`src/rtl/bin2bcd_seq_pkg.sv`:
```
// Shared definitions for the binary-to-BCD display path: digit width,
// converter states and the overflow threshold helper.
package bin2bcd_seq_pkg;

    localparam int DIGIT_W = 4;

    typedef enum logic [1:0] {
        IDLE  = 2'd0,
        SHIFT = 2'd1,
        DONE  = 2'd2
    } state_t;

    // Largest value representable in the given number of BCD digits.
    function automatic int unsigned bcd_max(input int digits);
        int unsigned m;
        m = 1;
        for (int i = 0; i < digits; i++) begin
            m = m * 10;
        end
        return m - 1;
    endfunction

endpackage

```
`src/rtl/bin2bcd_seq_add3.sv`:
```
// Single BCD digit correction for double dabble: add 3 when the digit is 5 or more.
module bcd_add3
    import bin2bcd_seq_pkg::*;
(
    input  logic [DIGIT_W-1:0] digit_in,
    output logic [DIGIT_W-1:0] digit_out
);

    assign digit_out = (digit_in >= DIGIT_W'(5)) ? digit_in + DIGIT_W'(3) : digit_in;

endmodule

```
`src/rtl/bin2bcd_seq.sv`:
```
// Sequential binary-to-BCD converter (shift-and-add-3) with start/busy/done
// handshake, saturating to all 9s when the input exceeds the digit range.
//
// state | meaning
// IDLE  | waiting for start; outputs hold the last result
// SHIFT | one add-3 + shift per cycle, BIN_W iterations
// DONE  | result valid, done pulse; returns to IDLE
module bin2bcd_seq
    import bin2bcd_seq_pkg::*;
#(
    parameter int BIN_W  = 14,
    parameter int DIGITS = 4
) (
    input  logic                      clk,
    input  logic                      rst,
    input  logic                      start,
    input  logic [BIN_W-1:0]          bin_in,
    output logic                      busy,
    output logic                      done,
    output logic [DIGIT_W*DIGITS-1:0] bcd_out,
    output logic                      overflow
);

    localparam int BCD_W = DIGIT_W * DIGITS;
    localparam int CNT_W = $clog2(BIN_W + 1);
    localparam logic [BCD_W-1:0] ALL_NINES = {DIGITS{4'h9}};

    state_t             state;
    state_t             state_nxt;
    logic [BIN_W-1:0]   bin_sr;
    logic [BCD_W-1:0]   scratch;
    logic [BCD_W-1:0]   adj;
    logic [BCD_W-1:0]   scratch_shift;
    logic [CNT_W-1:0]   cnt;
    logic               ovf_pend;
    logic               ovf_final;
    logic               ovf_in;
    logic               accept;
    logic               last_shift;
    logic               busy_nxt;
    logic               done_nxt;

    for (genvar g = 0; g < DIGITS; g++) begin : g_add3
        bcd_add3 u_add3 (
            .digit_in  (scratch[g*DIGIT_W +: DIGIT_W]),
            .digit_out (adj[g*DIGIT_W +: DIGIT_W])
        );
    end

    assign scratch_shift = {adj[BCD_W-2:0], bin_sr[BIN_W-1]};
    assign ovf_in        = 32'(bin_in) > bcd_max(DIGITS);
    // A carry out of the top digit can only happen for out-of-range values.
    assign ovf_final     = ovf_pend | adj[BCD_W-1];

    always_ff @(posedge clk) begin
        if (!rst) begin
            state <= IDLE;
        end else begin
            state <= state_nxt;
        end
    end

    always_comb begin
        state_nxt = state;
        case (state)
            IDLE:    if (start) state_nxt = SHIFT;
            SHIFT:   if (cnt == CNT_W'(1)) state_nxt = DONE;
            DONE:    state_nxt = IDLE;
            default: state_nxt = IDLE;
        endcase
    end

    always_comb begin
        accept     = (state == IDLE) && start;
        last_shift = (state == SHIFT) && (cnt == CNT_W'(1));
        busy_nxt   = (state_nxt != IDLE);
        done_nxt   = (state_nxt == DONE);
    end

    // Outputs are loaded on the edge entering DONE so they are valid with the done pulse.
    always_ff @(posedge clk) begin
        if (!rst) begin
            busy     <= 1'b0;
            done     <= 1'b0;
            bcd_out  <= '0;
            overflow <= 1'b0;
            bin_sr   <= '0;
            scratch  <= '0;
            cnt      <= '0;
            ovf_pend <= 1'b0;
        end else begin
            busy <= busy_nxt;
            done <= done_nxt;
            if (accept) begin
                bin_sr   <= bin_in;
                scratch  <= '0;
                cnt      <= CNT_W'(BIN_W);
                ovf_pend <= ovf_in;
            end else if (state == SHIFT) begin
                bin_sr   <= {bin_sr[BIN_W-2:0], 1'b0};
                scratch  <= scratch_shift;
                cnt      <= cnt - CNT_W'(1);
                ovf_pend <= ovf_final;
            end
            if (last_shift) begin
                overflow <= ovf_final;
                bcd_out  <= ovf_final ? ALL_NINES : scratch_shift;
            end
        end
    end

endmodule

```
`config.mk`:
```
export PLATFORM = sky130hd
export DESIGN_NAME = bin2bcd_seq
export DESIGN_NICKNAME = d
export VERILOG_FILES = /design/src/rtl/bin2bcd_seq_pkg.sv /design/src/rtl/bin2bcd_seq_add3.sv /design/src/rtl/bin2bcd_seq.sv
export SDC_FILE = /design/constraint.sdc
export NUM_CORES = 1
export LEC_CHECK = 0
export ABC_AREA = 1
export BUFFER_PORTS_ARGS = -buffer_cell sky130_fd_sc_hd__buf_2
export CELL_PAD_IN_SITES_DETAIL_PLACEMENT = 0
export CELL_PAD_IN_SITES_GLOBAL_PLACEMENT = 1
export CORE_ASPECT_RATIO = 2
export CORE_MARGIN = 2
export CORE_UTILIZATION = 30
export CTS_BUF_LIST = sky130_fd_sc_hd__clkbuf_8 sky130_fd_sc_hd__clkbuf_16
export CTS_CLUSTER_SIZE = 30
export DETAILED_ROUTE_END_ITERATION = 7
export PLACE_DENSITY = 0.64
export SYNTH_ARGS = -nofsm -noshare
export SYNTH_HDL_FRONTEND = slang
export SYNTH_SLANG_ARGS = --single-unit
```
`constraint.sdc`:
```
create_clock -name clk -period 2.4 [get_ports clk]
set_input_delay 0.36 -clock clk [delete_from_list [all_inputs] [get_ports clk]]
set_output_delay 0.36 -clock clk [all_outputs]
set_load 0.02 [all_outputs]
```
# [Word-level counts from Yosys, hierarchy flattened]
# Cells that the tools add are included.
# W data, S select, Z words.
[totals] regBits=56 inputBits=17 out_inout_bits=19 wordCells=45
[classes] add_sub_neg=5 magnitude_cmp=5 eq_ne=3 muxes=14 n_bitwise=2 n_reduce_logical=6
[ops] cell="$mux W14" n=2
[ops] cell="$mux W4" n=6
[ops] cell="$add A4 B2 Y4 const B" n=4
[ops] cell="$ge A4 B3 Y1 const B" n=4
[ops] cell="$mux W16" n=1
[ops] cell="$gt A14 B14 Y1 const B" n=1
[ops] cell="$eq A4 B1 Y1 const B" n=1
[ops] cell="$mux W2" n=2
[ops] cell="$pmux W2 S2" n=1
[ops] cell="$reduce_bool A2 Y1" n=2
[ops] cell="$sub A4 B1 Y4 const B" n=1
[ops] cell="$eq A2 B1 Y1 const B" n=1
[ops] cell="$eq A2 B2 Y1 const B" n=1
[ops] cell="$logic_and A1 B1 Y1" n=2
[ops] cell="$logic_not A2 Y1" n=1
[ops] cell="$mux W1" n=2
[ops] cell="$reduce_or A2 Y1" n=1
[ops] cell="$not A1 Y1" n=1
[ops] cell="$or A1 B1 Y1" n=1

# [Longest topological paths before layout]
[logic_depth] ltp_word=5 mapped_depth=9 ltp_nobuf=9

# [Cells and area by module]
# From an unflattened synthesis, not the netlist that was laid out.
[unflattened] cells_unflattened=387 area_unflattened_um2=2819.0
[modules_own_cells] module="bin2bcd_seq" instances=1 cells_each=295 area_each_um2=2278.4 seq_area_each_um2=1121.1
[modules_own_cells] module="bcd_add3" instances=4 cells_each=23 area_each_um2=135.1 seq_area_each_um2=0.0

# [Least setup slack after synthesis]
# OpenSTA, ideal clock, no wires.
[synth_timing] path_type="register -> register" start="register scratch[13]" end="register bcd_out[0]" setup_time_ns=0.112 arrival_time_ns=1.269 t_required_ns=2.288 setup_slack_ns=1.019 path_stages_with_launch=10 n_path_buf=0 synth_period_minus_slack_ns=1.381 cell_sequence="dfxtp_1 -> inv_1 -> ha_1 -> inv_1 -> o21ai_1 -> nor2_1 -> nor2_4 -> nand2_4 -> o21ai_2 -> inv_1"
[synth_via] elab_chain_len=4 elab_cells_between_ends=5 cone_classes="add/sub: 1; order compare: 1; mux: 2; bitwise: 1"
[synth_rtl] element="from (decl)" line_no="bin2bcd_seq.sv:31" source="logic [BCD_W-1:0] scratch;"
[synth_rtl] element="from (signal assigned)" line_no="bin2bcd_seq.sv:101" source="scratch <= scratch_shift;"
[synth_rtl] element="$add A4 B2 Y4 or $ge A4 B3 Y1 (tied branches)" line_no="bin2bcd_seq_add3.sv:9" source="assign digit_out = (digit_in >= DIGIT_W'(5)) ? digit_in + DIGIT_W'(3) : digit_in;"
[synth_rtl] element="$mux W4 *" line_no="bin2bcd_seq_add3.sv:9"
[synth_rtl] element="$or A1 B1 Y1 *" line_no="bin2bcd_seq.sv:53" source="assign ovf_final = ovf_pend | adj[BCD_W-1];"
[synth_rtl] element="$mux W16 *" line_no="bin2bcd_seq.sv:107" source="bcd_out <= ovf_final ? ALL_NINES : scratch_shift;"
[synth_rtl] element="to (signal assigned)" line_no="bin2bcd_seq.sv:107"
[synth_rtl] element="to (decl)" line_no="bin2bcd_seq.sv:20" source="output logic [DIGIT_W*DIGITS-1:0] bcd_out,"
# Mark *: on every way between the ends. The rest lies on a longest branch, timed or not.
# A chain may end at the register's enable or synchronous reset.

# [Worst setup path after layout]
[layout_timing] start="register scratch[13]" end="register bcd_out[3]"
# Same word-level chain as after synthesis.

==> impl_results.md <==
* Status: completed
* Syn avg cell area at 7.32 um2
* ANT cells at 0
* Port bufs at 35
* Critical Path Fanout Max at 10
* Clk buf depth at 2
* Max H-tree Level at 2
* Yosys cell types at 27
* Rel. slew slack at 0.642
* Clock Latency Late Sink at 0.30 ns
* DRT iter0 DRCs at 71
* Postcts setup bufs at 0
* Core area at 8590 um2
* Root Buffer: clkbuf_16
* Cts hold-fix bufs at 0
* Post-synth EDFFs at 0
* Worst setup margin at 0.803 ns
* Mapped Nets at 386
* Final cycle utilization of the critical path at 0.665
* Drt via density at 4.71
* CTS sink cnt at 56
* Post-synthesis cell count at 359
* Area leader, netlist: dfxtp_1
* Clock transition at the registers of the reported paths at 0.07 ns
* Critical path type: flip-flop to flip-flop
* Initial antenna violation count at 0
* Hpwl dp at 5.01 mm
* GPL Wtd Cong at 0.831
* RSZ-0062 raised after global routing: false
* Synth area leaders: dfxtp_1 (43%), nand2_1 (11%), o21ai_0 (9.0%)
* Antenna Nets Post-Route at 0
* Final cell count without fillers at 491
* Synth-to-Final Area Change at 15.6%
* Mapped cell area at 2630 um2
* # rows at 48
* Clock period minus worst slack at 1.60 ns
* Peak supply drop at 457 uV
* Startpoint Class: flip-flop
* CP arrival at 1.78 ns
* Pleak at 1.46 nW
* Worst-Margin Slew at 0.531 ns
* Share of cells above drive strength 1 at 0.161
* 1st-pass router iterations at 4
* Hold crit path type: primary input to flip-flop
* Fmax at 626 MHz
* Async SR Flop Fraction at 0
* Total CTS buffers at 5
* Most frequent cell after synthesis: nand2_1
* Final hold vios at 0
* Dpl ws at 0.786 ns
* Setup_tns at 0 ns
* Final wirelength at 6.64 mm
* Vias in the first global route at 2,287
* Die X-Extent at 70.2 um
* Ys Warns at 0
* Ys flop type: dfxtp_1
* CTS tree: built
* Pin count of the biggest net entering global routing at 29
* Worst Reg-to-Reg Cells at 9
* # resized after CTS at 0
* GRT Resource Usage Total at 0.149
* Final net count at 417
* Via count at 2,311
* Final Setup Violations at 0
* Grt total ovfl at 0
* Seq/Total Area, Yosys at 0.427
* Worst Path Required at 2.58 ns
* DR WL/cell at 13.5 um
* Pwr dens at 704 nW/um2
* Chip height at 136 um
* Top cells by count, synth: nand2_1 (79), dfxtp_1 (56), inv_1 (50)
* Post-route DRC violation count at 0
* First-pass GRT wire length at 11.0 mm
* Final slew viol count at 0
* Clock Skew at 0.00787 ns
* Post-synth top area share at 0.427
* Die area at 9570 um2
* Worst Hold Depth at 3
* Initial Util at 0.306
* Max_cap viols at 0
* Placed cell count at 483
* #FFs+latches synth at 56
* IO Count at 36
* Worst Setup End Kind: flip-flop
## flip-flops by register name (all words and copies together), names as in the netlist
name and flops:
bin_sr 14, ovf_pend 1, scratch 16, done 1, bcd_out 16, busy 1
cnt 4, overflow 1, state 2
## final cells by class
cell class	instances	area (um2)
fillers	937	5550
multi-input cells	235	1220
flip-flops and latches	56	1120
inverters	55	211
repair buffers	37	190
clock buffers	5	125
well taps	100	125
clock inverters	3	42.5
## final timing paths
path,start,endpoint,slack [ns]
max,scratch[13],bcd_out[3],0.80
min,bin_in[0],bin_sr[0],0.31
max reg2reg,scratch[13],bcd_out[3],0.80
min reg2reg,bin_sr[0],bin_sr[0],0.46
## per-layer routing
layer | global-route usage | part of all wire | wire [um]
met1 | 0.154 | 0.37 | 2480
met2 | 0.275 | 0.55 | 3660
met3 | 0.0297 | 0.032 | 212
met4 | 0.0844 | 0.044 | 289
met5 | 0 | 0 | 0
## cell usage in the layout, fill, tap and decap left out, drive strengths merged
| master | instances |
|---|---|
| o31ai | 1 |
| o21ai | 51 |
| clkinvlp | 1 |
| nand4 | 1 |
| or2 | 2 |
| nor2 | 22 |
| inv | 55 |
| a21oi | 35 |
| nand3 | 12 |
| clkinv | 1 |
| dfxtp | 56 |
| xor2 | 2 |
| clkbuf | 5 |
| o211ai | 1 |
| nand2 | 85 |
| nor3 | 1 |
| a31oi | 12 |
| bufinv | 1 |
| buf | 37 |
| ha | 10 |
## report_power, final
part           internal, mW  switching [mW]  total [mW]
Sequential            0.978          0.0314        1.01
Clock                 0.491           0.354       0.845
Combinational        0.0908           0.195       0.285
Total                  1.56           0.580        2.14
## cells by family (layout without fill, tap and decap cells)
family | Yosys count | after routing | synth area share
flops | 56 | 56 | 0.427
xor+xnor | 2 | 2 | 0.00667
simple gates | 123 | 123 | 0.210
fa+ha+maj | 10 | 10 | 0.0476
buf+inv | 68 | 100 | 0.108
compound gates | 100 | 100 | 0.201
## per-stage QoR
step / utilization / power (mW) / instance area, um2 / hold WS, ns
final: 0.354 / 2.14 / 3040 / 0.307
after global routing: 0.354 / 2.26 / 3040 / 0.318
after CTS: 0.354 / 2.18 / 3040 / 0.302
after detailed placement: 0.334 / 1.32 / 2870 / 0.461
after global placement: 0.334 / 1.32 / 2870 / 0.462
after floorplan: - / 1.24 / 2630 / 0.439
## critical path, cell delays in order, from the launching register on
cell     delay, ns
dfxtp_1       0.32
inv_1         0.12
ha_1          0.18
inv_1         0.05
o21ai_1       0.15
nor2_1        0.10
nor2_4        0.28
nand2_4       0.13
inv_2         0.10
a21oi_1       0.06
No activity file was read; power rests on OpenSTA's default activity.
